--- src/rtl/branch_predictor_if.sv ---
// Fetch-lookup and execute-resolution signals between the pipeline and the branch predictor.
interface branch_predictor_if #(
  parameter int unsigned XLEN        = 32,
  parameter int unsigned BTB_ENTRIES = 16,
  parameter int unsigned CNT_W       = 32
);
  localparam int unsigned IDX = $clog2(BTB_ENTRIES);

  logic [XLEN-1:0]  if_pc;
  logic             pred_taken;
  logic [XLEN-1:0]  pred_next_pc;
  logic [IDX-1:0]   pred_index;

  logic             upd_valid;
  logic [XLEN-1:0]  upd_pc;
  logic [IDX-1:0]   upd_index;
  logic             upd_is_branch;
  logic             upd_is_jump;
  logic             upd_taken;
  logic [XLEN-1:0]  upd_target;
  logic [XLEN-1:0]  upd_pred_next_pc;

  logic             mispredict;
  logic [XLEN-1:0]  redirect_pc;
  logic [CNT_W-1:0] br_count;
  logic [CNT_W-1:0] mispred_count;

  modport master (
    output if_pc, upd_valid, upd_pc, upd_index, upd_is_branch, upd_is_jump,
           upd_taken, upd_target, upd_pred_next_pc,
    input  pred_taken, pred_next_pc, pred_index, mispredict, redirect_pc,
           br_count, mispred_count
  );

  modport slave (
    input  if_pc, upd_valid, upd_pc, upd_index, upd_is_branch, upd_is_jump,
           upd_taken, upd_target, upd_pred_next_pc,
    output pred_taken, pred_next_pc, pred_index, mispredict, redirect_pc,
           br_count, mispred_count
  );
endinterface

--- src/rtl/branch_predictor.sv ---
// Direct-mapped BTB with saturating direction counters and optional gshare indexing.
// IF-stage lookup is combinational; EX-stage outcomes train the table on the clock edge.
module branch_predictor #(
  parameter int unsigned XLEN        = 32,
  parameter int unsigned BTB_ENTRIES = 16,
  parameter int unsigned GHR_BITS    = 0,
  parameter int unsigned CTR_BITS    = 2,
  parameter int unsigned CNT_W       = 32
) (
  input logic              clk,
  input logic              reset,
  branch_predictor_if.slave bp
);
  localparam int unsigned IDX   = $clog2(BTB_ENTRIES);
  localparam int unsigned TAG_W = XLEN - IDX - 2;
  localparam int unsigned GW    = (GHR_BITS == 0) ? 1 : GHR_BITS;
  localparam logic [CTR_BITS-1:0] CTR_WEAK = CTR_BITS'(1) << (CTR_BITS - 1);

  logic [BTB_ENTRIES-1:0] valid_q, valid_d;
  logic [BTB_ENTRIES-1:0] jmp_q, jmp_d;
  logic [TAG_W-1:0]       tag_q [BTB_ENTRIES];
  logic [TAG_W-1:0]       tag_d [BTB_ENTRIES];
  logic [XLEN-1:0]        tgt_q [BTB_ENTRIES];
  logic [XLEN-1:0]        tgt_d [BTB_ENTRIES];
  logic [CTR_BITS-1:0]    ctr_q [BTB_ENTRIES];
  logic [CTR_BITS-1:0]    ctr_d [BTB_ENTRIES];
  logic [GW-1:0]          ghr_q, ghr_d;
  logic [CNT_W-1:0]       br_count_q, br_count_d;
  logic [CNT_W-1:0]       mis_count_q, mis_count_d;

  logic [IDX-1:0]  ghr_ext_c;
  logic [IDX-1:0]  lk_idx_c;
  logic            lk_hit_c;
  logic            lk_taken_c;
  logic            upd_ctrl_c;
  logic            upd_tk_c;
  logic            upd_hit_c;
  logic            upd_mis_c;
  logic [XLEN-1:0] upd_actual_c;

  // History only contributes its low bits when gshare is enabled
  assign ghr_ext_c = (GHR_BITS == 0) ? '0 : IDX'(ghr_q);

  // Fetch lookup
  always_comb begin
    lk_idx_c   = bp.if_pc[IDX+1:2] ^ ghr_ext_c;
    lk_hit_c   = valid_q[lk_idx_c] && (tag_q[lk_idx_c] == bp.if_pc[XLEN-1:IDX+2]);
    lk_taken_c = lk_hit_c && (jmp_q[lk_idx_c] || ctr_q[lk_idx_c][CTR_BITS-1]);
  end

  assign bp.pred_taken   = lk_taken_c;
  assign bp.pred_next_pc = lk_taken_c ? tgt_q[lk_idx_c] : bp.if_pc + XLEN'(4);
  assign bp.pred_index   = lk_idx_c;

  // Execute-stage resolution
  always_comb begin
    upd_ctrl_c   = bp.upd_is_branch || bp.upd_is_jump;
    upd_tk_c     = bp.upd_is_jump || (bp.upd_is_branch && bp.upd_taken);
    upd_actual_c = upd_tk_c ? bp.upd_target : bp.upd_pc + XLEN'(4);
    upd_mis_c    = bp.upd_valid && (upd_actual_c != bp.upd_pred_next_pc);
    upd_hit_c    = valid_q[bp.upd_index] &&
                   (tag_q[bp.upd_index] == bp.upd_pc[XLEN-1:IDX+2]);
  end

  assign bp.mispredict    = upd_mis_c;
  assign bp.redirect_pc   = upd_actual_c;
  assign bp.br_count      = br_count_q;
  assign bp.mispred_count = mis_count_q;

  // Table training, history and statistics
  always_comb begin
    valid_d     = valid_q;
    jmp_d       = jmp_q;
    tag_d       = tag_q;
    tgt_d       = tgt_q;
    ctr_d       = ctr_q;
    ghr_d       = ghr_q;
    br_count_d  = br_count_q;
    mis_count_d = mis_count_q;

    if (bp.upd_valid) begin
      if (upd_ctrl_c && upd_hit_c) begin
        if (upd_tk_c) begin
          if (ctr_q[bp.upd_index] != '1)
            ctr_d[bp.upd_index] = ctr_q[bp.upd_index] + CTR_BITS'(1);
          tgt_d[bp.upd_index] = bp.upd_target;
        end else if (ctr_q[bp.upd_index] != '0) begin
          ctr_d[bp.upd_index] = ctr_q[bp.upd_index] - CTR_BITS'(1);
        end
        jmp_d[bp.upd_index] = bp.upd_is_jump;
      end else if (upd_ctrl_c && upd_tk_c) begin
        valid_d[bp.upd_index] = 1'b1;
        tag_d[bp.upd_index]   = bp.upd_pc[XLEN-1:IDX+2];
        tgt_d[bp.upd_index]   = bp.upd_target;
        jmp_d[bp.upd_index]   = bp.upd_is_jump;
        ctr_d[bp.upd_index]   = CTR_WEAK;
      end else if (!upd_ctrl_c && upd_hit_c) begin
        valid_d[bp.upd_index] = 1'b0;
      end

      if ((GHR_BITS != 0) && bp.upd_is_branch)
        ghr_d = GW'({ghr_q, bp.upd_taken});
      if (upd_ctrl_c && (br_count_q != '1))
        br_count_d = br_count_q + CNT_W'(1);
      if (upd_mis_c && (mis_count_q != '1))
        mis_count_d = mis_count_q + CNT_W'(1);
    end
  end

  always_ff @(posedge clk or posedge reset) begin
    if (reset) begin
      valid_q     <= '0;
      jmp_q       <= '0;
      tag_q       <= '{default: '0};
      tgt_q       <= '{default: '0};
      ctr_q       <= '{default: '0};
      ghr_q       <= '0;
      br_count_q  <= '0;
      mis_count_q <= '0;
    end else begin
      valid_q     <= valid_d;
      jmp_q       <= jmp_d;
      tag_q       <= tag_d;
      tgt_q       <= tgt_d;
      ctr_q       <= ctr_d;
      ghr_q       <= ghr_d;
      br_count_q  <= br_count_d;
      mis_count_q <= mis_count_d;
    end
  end
endmodule

--- src/flat_wrapper.sv ---
// flat-port wrapper written by rule: the top's interface ports become plain ports
module branch_predictor_flat 
#(
  parameter int unsigned XLEN        = 32,
  parameter int unsigned BTB_ENTRIES = 16,
  parameter int unsigned GHR_BITS    = 0,
  parameter int unsigned CTR_BITS    = 2,
  parameter int unsigned CNT_W       = 32
)
  (clk, reset, bp_if_pc, bp_upd_valid, bp_upd_pc, bp_upd_index, bp_upd_is_branch, bp_upd_is_jump, bp_upd_taken, bp_upd_target, bp_upd_pred_next_pc, bp_pred_taken, bp_pred_next_pc, bp_pred_index, bp_mispredict, bp_redirect_pc, bp_br_count, bp_mispred_count);
  branch_predictor_if #(.XLEN(XLEN), .BTB_ENTRIES(BTB_ENTRIES), .CNT_W(CNT_W)) bp_i ();
  input logic clk;
  input logic reset;
  input wire logic [$bits(bp_i.if_pc)-1:0] bp_if_pc;
  input wire logic [$bits(bp_i.upd_valid)-1:0] bp_upd_valid;
  input wire logic [$bits(bp_i.upd_pc)-1:0] bp_upd_pc;
  input wire logic [$bits(bp_i.upd_index)-1:0] bp_upd_index;
  input wire logic [$bits(bp_i.upd_is_branch)-1:0] bp_upd_is_branch;
  input wire logic [$bits(bp_i.upd_is_jump)-1:0] bp_upd_is_jump;
  input wire logic [$bits(bp_i.upd_taken)-1:0] bp_upd_taken;
  input wire logic [$bits(bp_i.upd_target)-1:0] bp_upd_target;
  input wire logic [$bits(bp_i.upd_pred_next_pc)-1:0] bp_upd_pred_next_pc;
  output wire logic [$bits(bp_i.pred_taken)-1:0] bp_pred_taken;
  output wire logic [$bits(bp_i.pred_next_pc)-1:0] bp_pred_next_pc;
  output wire logic [$bits(bp_i.pred_index)-1:0] bp_pred_index;
  output wire logic [$bits(bp_i.mispredict)-1:0] bp_mispredict;
  output wire logic [$bits(bp_i.redirect_pc)-1:0] bp_redirect_pc;
  output wire logic [$bits(bp_i.br_count)-1:0] bp_br_count;
  output wire logic [$bits(bp_i.mispred_count)-1:0] bp_mispred_count;
  assign bp_i.if_pc = bp_if_pc;
  assign bp_i.upd_valid = bp_upd_valid;
  assign bp_i.upd_pc = bp_upd_pc;
  assign bp_i.upd_index = bp_upd_index;
  assign bp_i.upd_is_branch = bp_upd_is_branch;
  assign bp_i.upd_is_jump = bp_upd_is_jump;
  assign bp_i.upd_taken = bp_upd_taken;
  assign bp_i.upd_target = bp_upd_target;
  assign bp_i.upd_pred_next_pc = bp_upd_pred_next_pc;
  assign bp_pred_taken = bp_i.pred_taken;
  assign bp_pred_next_pc = bp_i.pred_next_pc;
  assign bp_pred_index = bp_i.pred_index;
  assign bp_mispredict = bp_i.mispredict;
  assign bp_redirect_pc = bp_i.redirect_pc;
  assign bp_br_count = bp_i.br_count;
  assign bp_mispred_count = bp_i.mispred_count;
  branch_predictor #(.XLEN(XLEN), .BTB_ENTRIES(BTB_ENTRIES), .GHR_BITS(GHR_BITS), .CTR_BITS(CTR_BITS), .CNT_W(CNT_W)) u_core (.clk(clk), .reset(reset), .bp(bp_i));
endmodule
--- config.mk ---
export PLATFORM = sky130hd
export DESIGN_NAME = branch_predictor_flat
export DESIGN_NICKNAME = d
export VERILOG_FILES = /design/src/rtl/branch_predictor_if.sv /design/src/rtl/branch_predictor.sv /design/src/flat_wrapper.sv
export SDC_FILE = /design/constraint.sdc
export NUM_CORES = 2
export LEC_CHECK = 0
export ABC_AREA = 1
export ABC_CLOCK_PERIOD_IN_PS = 43100
export BUFFER_PORTS_ARGS = -buffer_cell sky130_fd_sc_hd__buf_4
export CORE_ASPECT_RATIO = 1.75
export CORE_UTILIZATION = 50
export DETAILED_ROUTE_END_ITERATION = 6
export PLACE_DENSITY = 0.7
export SLEW_MARGIN = 15
export SYNTH_ARGS = -nofsm -noshare
export SYNTH_HDL_FRONTEND = slang
export SYNTH_SLANG_ARGS = --single-unit
--- constraint.sdc ---
create_clock -name clk -period 43.1 [get_ports clk]
set_input_delay 12.93 -clock clk [delete_from_list [all_inputs] [get_ports clk]]
set_output_delay 12.93 -clock clk [all_outputs]
set_load 0.1 [all_outputs]
=== After elaboration in Yosys (flattened, before gate mapping) ===
Cells that the tools add are included.

* RAM bits: 0
* Logic and storage cells: 156
* Flip-flop bits (word level): 1056
* Memories kept: 0
* Bits in read-only memories: 0
* Latch bits: 0
* Bits of input ports: 138

* Shift operators: 0
* Muxes and demuxes: 48
* Equality and inequality tests: 9
* $add $sub $neg: 6
* Bitwise gates (word level): 9
* Reduce and logical (&&, ||, !) cells: 26
* $lt $le $gt $ge: 6
* $mul: 0
* Divide/modulo/power cells: 0

{| class="wikitable"
|+ Operators with widths
! operator !! number
|-
| 512-bit two-way mux || 3
|-
| 512-bit bitwise mux || 1
|-
| 416-bit bitwise mux || 1
|-
| 32-bit two-way mux || 10
|-
| 26-bit binary-select mux with 4-bit select || 2
|-
| 26-bit two-way mux || 5
|-
| 32-bit binary-select mux with 4-bit select || 1
|-
| 32-bit demux with 4-bit select || 1
|-
| 26-bit demux with 4-bit select || 1
|-
| 32-bit by 1-bit adder with 32-bit output, second input constant || 2
|-
| 32-bit by 3-bit adder with 32-bit output, second input constant || 2
|-
| 32-bit bitwise mux || 2
|-
| 16-bit two-way mux || 4
|-
| 32-bit inequality test, second input constant || 2
|-
| 26-bit == test || 2
|-
| 16-bit bitwise AND || 2
|-
| 32-bit inequality test || 1
|-
| 16-bit NOT || 2
|-
| 16-bit OR || 2
|-
| 2-bit binary-select mux with 4-bit select || 2
|-
| 16-bit bitwise mux || 1
|-
| 1-bit binary-select mux with 4-bit select || 3
|-
| 1-bit logical AND || 12
|-
| 5-bit >= comparator, second input constant || 2
|-
| other kinds (21) || 38
|}

=== Logic depth before layout (Yosys ltp) ===
* Word-level depth: 9
* Mapped depth: 26
* Gate-level depth less buffers: 21

=== Worst setup path after synthesis ===
No wires, ideal clock.

* Path kind: input to output
* From: in bp_upd_is_branch
* To: out bp_mispredict
* Stages on the path: 10
* Path buffers: 2
* Slack: 12630 ps
* Data arrival time: 17540 ps
* Cell sequence: a21oi_1 -> clkbuf_1 -> buf_1 -> o21ai_0 -> xnor2_1 -> nand3_1 -> nor2_1 -> nand2_1 -> nor2_1 -> a21oi_1

* Word-level cells in the longest chain between the ends: 5

{| class="wikitable"
|+ RTL lines
! what !! RTL line !! source
|-
| from (decl) || flat_wrapper.sv:18 || <nowiki>input wire logic [$bits(bp_i.upd_is_branch)-1:0] bp_upd_is_branch;</nowiki>
|-
| 1-bit logical AND || branch_predictor.sv:58 || <nowiki>upd_tk_c = bp.upd_is_jump || (bp.upd_is_branch && bp.upd_taken);</nowiki>
|-
| 1-bit logical OR || branch_predictor.sv:58 ||
|-
| 32-bit two-way mux || branch_predictor.sv:59 || <nowiki>upd_actual_c = upd_tk_c ? bp.upd_target : bp.upd_pc + XLEN'(4);</nowiki>
|-
| named net bp_redirect_pc[16] || flat_wrapper.sv:27 || <nowiki>output wire logic [$bits(bp_i.redirect_pc)-1:0] bp_redirect_pc;</nowiki>
|-
| 32-bit inequality test || branch_predictor.sv:60 || <nowiki>upd_mis_c = bp.upd_valid && (upd_actual_c != bp.upd_pred_next_pc);</nowiki>
|-
| 1-bit logical AND || branch_predictor.sv:60 ||
|-
| to (decl) || flat_wrapper.sv:26 || <nowiki>output wire logic [$bits(bp_i.mispredict)-1:0] bp_mispredict;</nowiki>
|}

The timed path passes the listed nets, and every way through them passes these cells.

=== Worst setup path in the final report ===
* From: in bp_if_pc[3]
* To: out bp_pred_next_pc[8]

* Word-level cells in the longest chain between the ends: 8

{| class="wikitable"
|+ RTL lines
! what !! RTL line !! source
|-
| from (decl) || flat_wrapper.sv:14 || <nowiki>input wire logic [$bits(bp_i.if_pc)-1:0] bp_if_pc;</nowiki>
|-
| 4-bit NOT with 5-bit output (not written as such) || branch_predictor.sv:47, branch_predictor.sv:48, branch_predictor.sv:52 ||
|-
| 26-bit binary-select mux with 4-bit select || branch_predictor.sv:47 || <nowiki>lk_hit_c = valid_q[lk_idx_c] && (tag_q[lk_idx_c] == bp.if_pc[XLEN-1:IDX+2]);</nowiki>
|-
| 26-bit two-way mux (not written as such) (2 in series) || branch_predictor.sv:47 ||
|-
| 26-bit == test || branch_predictor.sv:47 ||
|-
| 1-bit logical AND || branch_predictor.sv:47 ||
|-
| 1-bit logical AND || branch_predictor.sv:48 || <nowiki>lk_taken_c = lk_hit_c && (jmp_q[lk_idx_c] || ctr_q[lk_idx_c][CTR_BITS-1]);</nowiki>
|-
| 32-bit two-way mux * || branch_predictor.sv:52 || <nowiki>assign bp.pred_next_pc = lk_taken_c ? tgt_q[lk_idx_c] : bp.if_pc + XLEN'(4);</nowiki>
|-
| to (decl) || flat_wrapper.sv:24 || <nowiki>output wire logic [$bits(bp_i.pred_next_pc)-1:0] bp_pred_next_pc;</nowiki>
|}

Every way passes the cells marked *; elsewhere a longest branch is shown, timed or not. The select of a mux whose other input is x is not followed.

==> flow_metrics.tcl <==
set metrics [dict create \
    crit_required_ns 30.17 \
    clkSinkCount 1056 \
    first_pass_iters 7 \
    ios 272 \
    max_freq_mhz 31.87 \
    yosys.area.top_type "dfrtp_1" \
    crit_arrival_ns 18.45 \
    async_flop_share_pct 100.0 \
    clk-insertion-delay-late_ns 0.75 \
    finalPower_mw 2.954 \
    cts-resized-gates 0 \
    post_cts_buffers 0 \
    hold_buffers 0 \
    tightest_slew_ns 1.181 \
    dpl_worst_slack_ns 11.93 \
    grt_antenna_before_repair 14 \
    start_util_pct 50.47 \
    drt-initial-drc-count 6942 \
    synth_area_leaders "dfrtp_1, nand2_1, o21ai_0, nor2_1, a21oi_1" \
    port_buffers 271 \
    layout-drive-gt1-share_pct 7.390 \
    start_kind "input port" \
    setup_violations 0 \
    avgSynthCellArea_sq_um 7.136 \
    synth_edf_count 0 \
    via_per_inst 5.974 \
    min_period_ns 31.38 \
    post-route-period-util_pct 72.81 \
    status "finished clean" \
    wire_per_inst_um 22.85 \
    ys_types 43 \
    syn_area_sq_um 57030 \
    holdCritPathClass "reg2reg" \
    p_per_area_nw_per_um2 46.92 \
    rsz0062_at_grt "false" \
    synth.most_common_cell "nand2_1" \
    drtAntennaViolNets 0 \
    area_delta_synth_final_pct 10.41 \
    fin_ws_ns 11.72 \
    grt_overflow 0 \
    ys_seq_elements 1056 \
    rows 163 \
    drt_wl_total_um 215800 \
    vias 56415 \
    grt_start_max_net_pins 166 \
    synthFlopType "dfrtp_1" \
    path_class "in2out" \
    grt_pass1_wl_um 323300 \
    cts.clk_slew.worst_paths_ns 0.06 \
    syn_nets 8135 \
    fin_skew_ns 0.03144 \
    cts_tree "built" \
    maxCapViolCount 0 \
    clockRootBuffer "clkbuf_16" \
    die_w_um 257.3 \
    clk_path_buf_depth 3 \
    synth_common_cells "nand2_1, o21ai_0, dfrtp_1, nor2_1, inv_1" \
    seq_area_frac_synth_pct 46.34 \
    htreeDepth 3 \
    gp_congestion 0.9989 \
    tns_ns 0 \
    peakVddDrop_v 0.00004448 \
    hold_viol 0 \
    p_leak_nw 30.14 \
    yosys.area.top_type_share_pct 46.34 \
    fp.dieH_um 448.8 \
    path_max_fanout 116 \
    nets 8020 \
    route.detailed.drc 0 \
    cp-end-kind "output port" \
    die_area_sq_um 115500 \
    netlist_instances 7991 \
    core_sq_um 113000 \
    track_usage_pct 36.89 \
    grt_pass1_vias 53234 \
    yosysWarnings 0 \
    max_slew_margin_pct 20.97 \
    slew_viol_final 0 \
    place_hpwl_um 135000 \
    cts_buffers 99 \
]
[metrics by stage]
| step | util (%) | area [sq um] | instances | hold WS [ns] |
|---|---|---|---|---|
| floorplan | - | 57030 | 7991 | 0.4421 |
| global placement | 52.63 | 59460 | 9260 | 0.4543 |
| detailed placement | 52.63 | 59460 | 9260 | 0.4633 |
| CTS | 55.72 | 62960 | 9442 | 0.4784 |
| global route | 55.72 | 62960 | 9443 | 0.5011 |
| finish | 55.73 | 62960 | 9444 | 0.4804 |
[worst max-delay path: stages]
cell	delay [ns]
buf_8	0.45
buf_4	0.87
buf_4	0.82
o21ai_0	0.24
o211ai_1	0.23
nand3_1	0.11
nand3_1	0.26
xor2_1	0.24
nand2_1	0.08
nor2_1	0.20
nand2_1	0.07
nor2_1	0.17
nand3_1	0.70
o21ai_0	0.54
buf_4	0.36
[power breakdown]
part	switching (mW)	internal [mW]
Clock	0.416	0.535
Combinational	0.452	0.209
Sequential	0.133	1.21
Total	1.00	1.95
[kinds of logic after synthesis]
group | synth area share [%]
buffers and inverters | 7.137
AOI/OAI and AO/OA | 18.04
and+or+nand+nor | 26.43
xor gates and xnor gates | 1.920
adders and majority gates | 0.1316
DFF | 46.34
[registers in the layout, summed over array words and instances, names as in the netlist, named ones only]
signal	count
u_core.tgt_q	512
u_core.tag_q	416
u_core.bp.br_count	32
u_core.bp.mispred_count	32
u_core.ctr_q	32
u_core.jmp_q	16
[layout make-up]
cell class,count,area (sq um)
Fill cell,10905,50020
Multi-Input combinational cell,5907,26760
Sequential cell,1056,26430
Clock buffer,142,2919
Timing Repair Buffer,352,2674
Tap cell,1485,1858
Inverter,460,1748
Clock inverter,40,575.6
Antenna cell,2,5.005
[final timing paths]
path | from | to | slack (ns) | cells past startpoint
worst max-delay path | bp_if_pc[3] | bp_pred_next_pc[8] | 11.72 | 15
worst min-delay path | u_core.tgt_q[174] | u_core.tgt_q[174] | 0.48 | 2
worst max register to register | u_core.tag_q[410] | u_core.tag_q[251] | 39.19 | 14
worst min register to register | u_core.tgt_q[174] | u_core.tgt_q[174] | 0.48 | 2
max in group asynchronous | reset | u_core.bp.mispred_count[25] | 27.56 | 5
min in group asynchronous | reset | u_core.tgt_q[426] | 12.30 | 2
[cells in the final DEF (no fill, tap or decap), drive strengths merged, types with 2 or more instances in the layout]
| cell type | count |
|---|---|
| o22ai | 29 |
| diode | 2 |
| nand3 | 300 |
| buf | 352 |
| nand4 | 91 |
| xnor2 | 22 |
| nor2 | 755 |
| o221ai | 8 |
| nor4 | 12 |
| clkinvlp | 7 |
| or2 | 3 |
| bufinv | 10 |
| a21oi | 382 |
| dfrtp | 1056 |
| nand3b | 11 |
| clkbuf | 142 |
| xor2 | 103 |
| clkinv | 26 |
| o21ai | 1439 |
| o21a | 2 |
| nor3 | 54 |
| a22oi | 6 |
| a221oi | 2 |
| nand2 | 2567 |
| o211ai | 109 |
| ha | 6 |
| inv | 457 |
[metal layers]
| metal | GRT usage [%] | routed length [um] | part of all wire [%] |
|---|---|---|---|
| met1 | 44.89 | 78680 | 36 |
| met4 | 24.70 | 16360 | 7.6 |
| met5 | 0 | 105 | 0.049 |
| met2 | 58.77 | 98660 | 46 |
| met3 | 7.851 | 21960 | 10 |
Note: power is estimated with default switching activity, not from simulation.
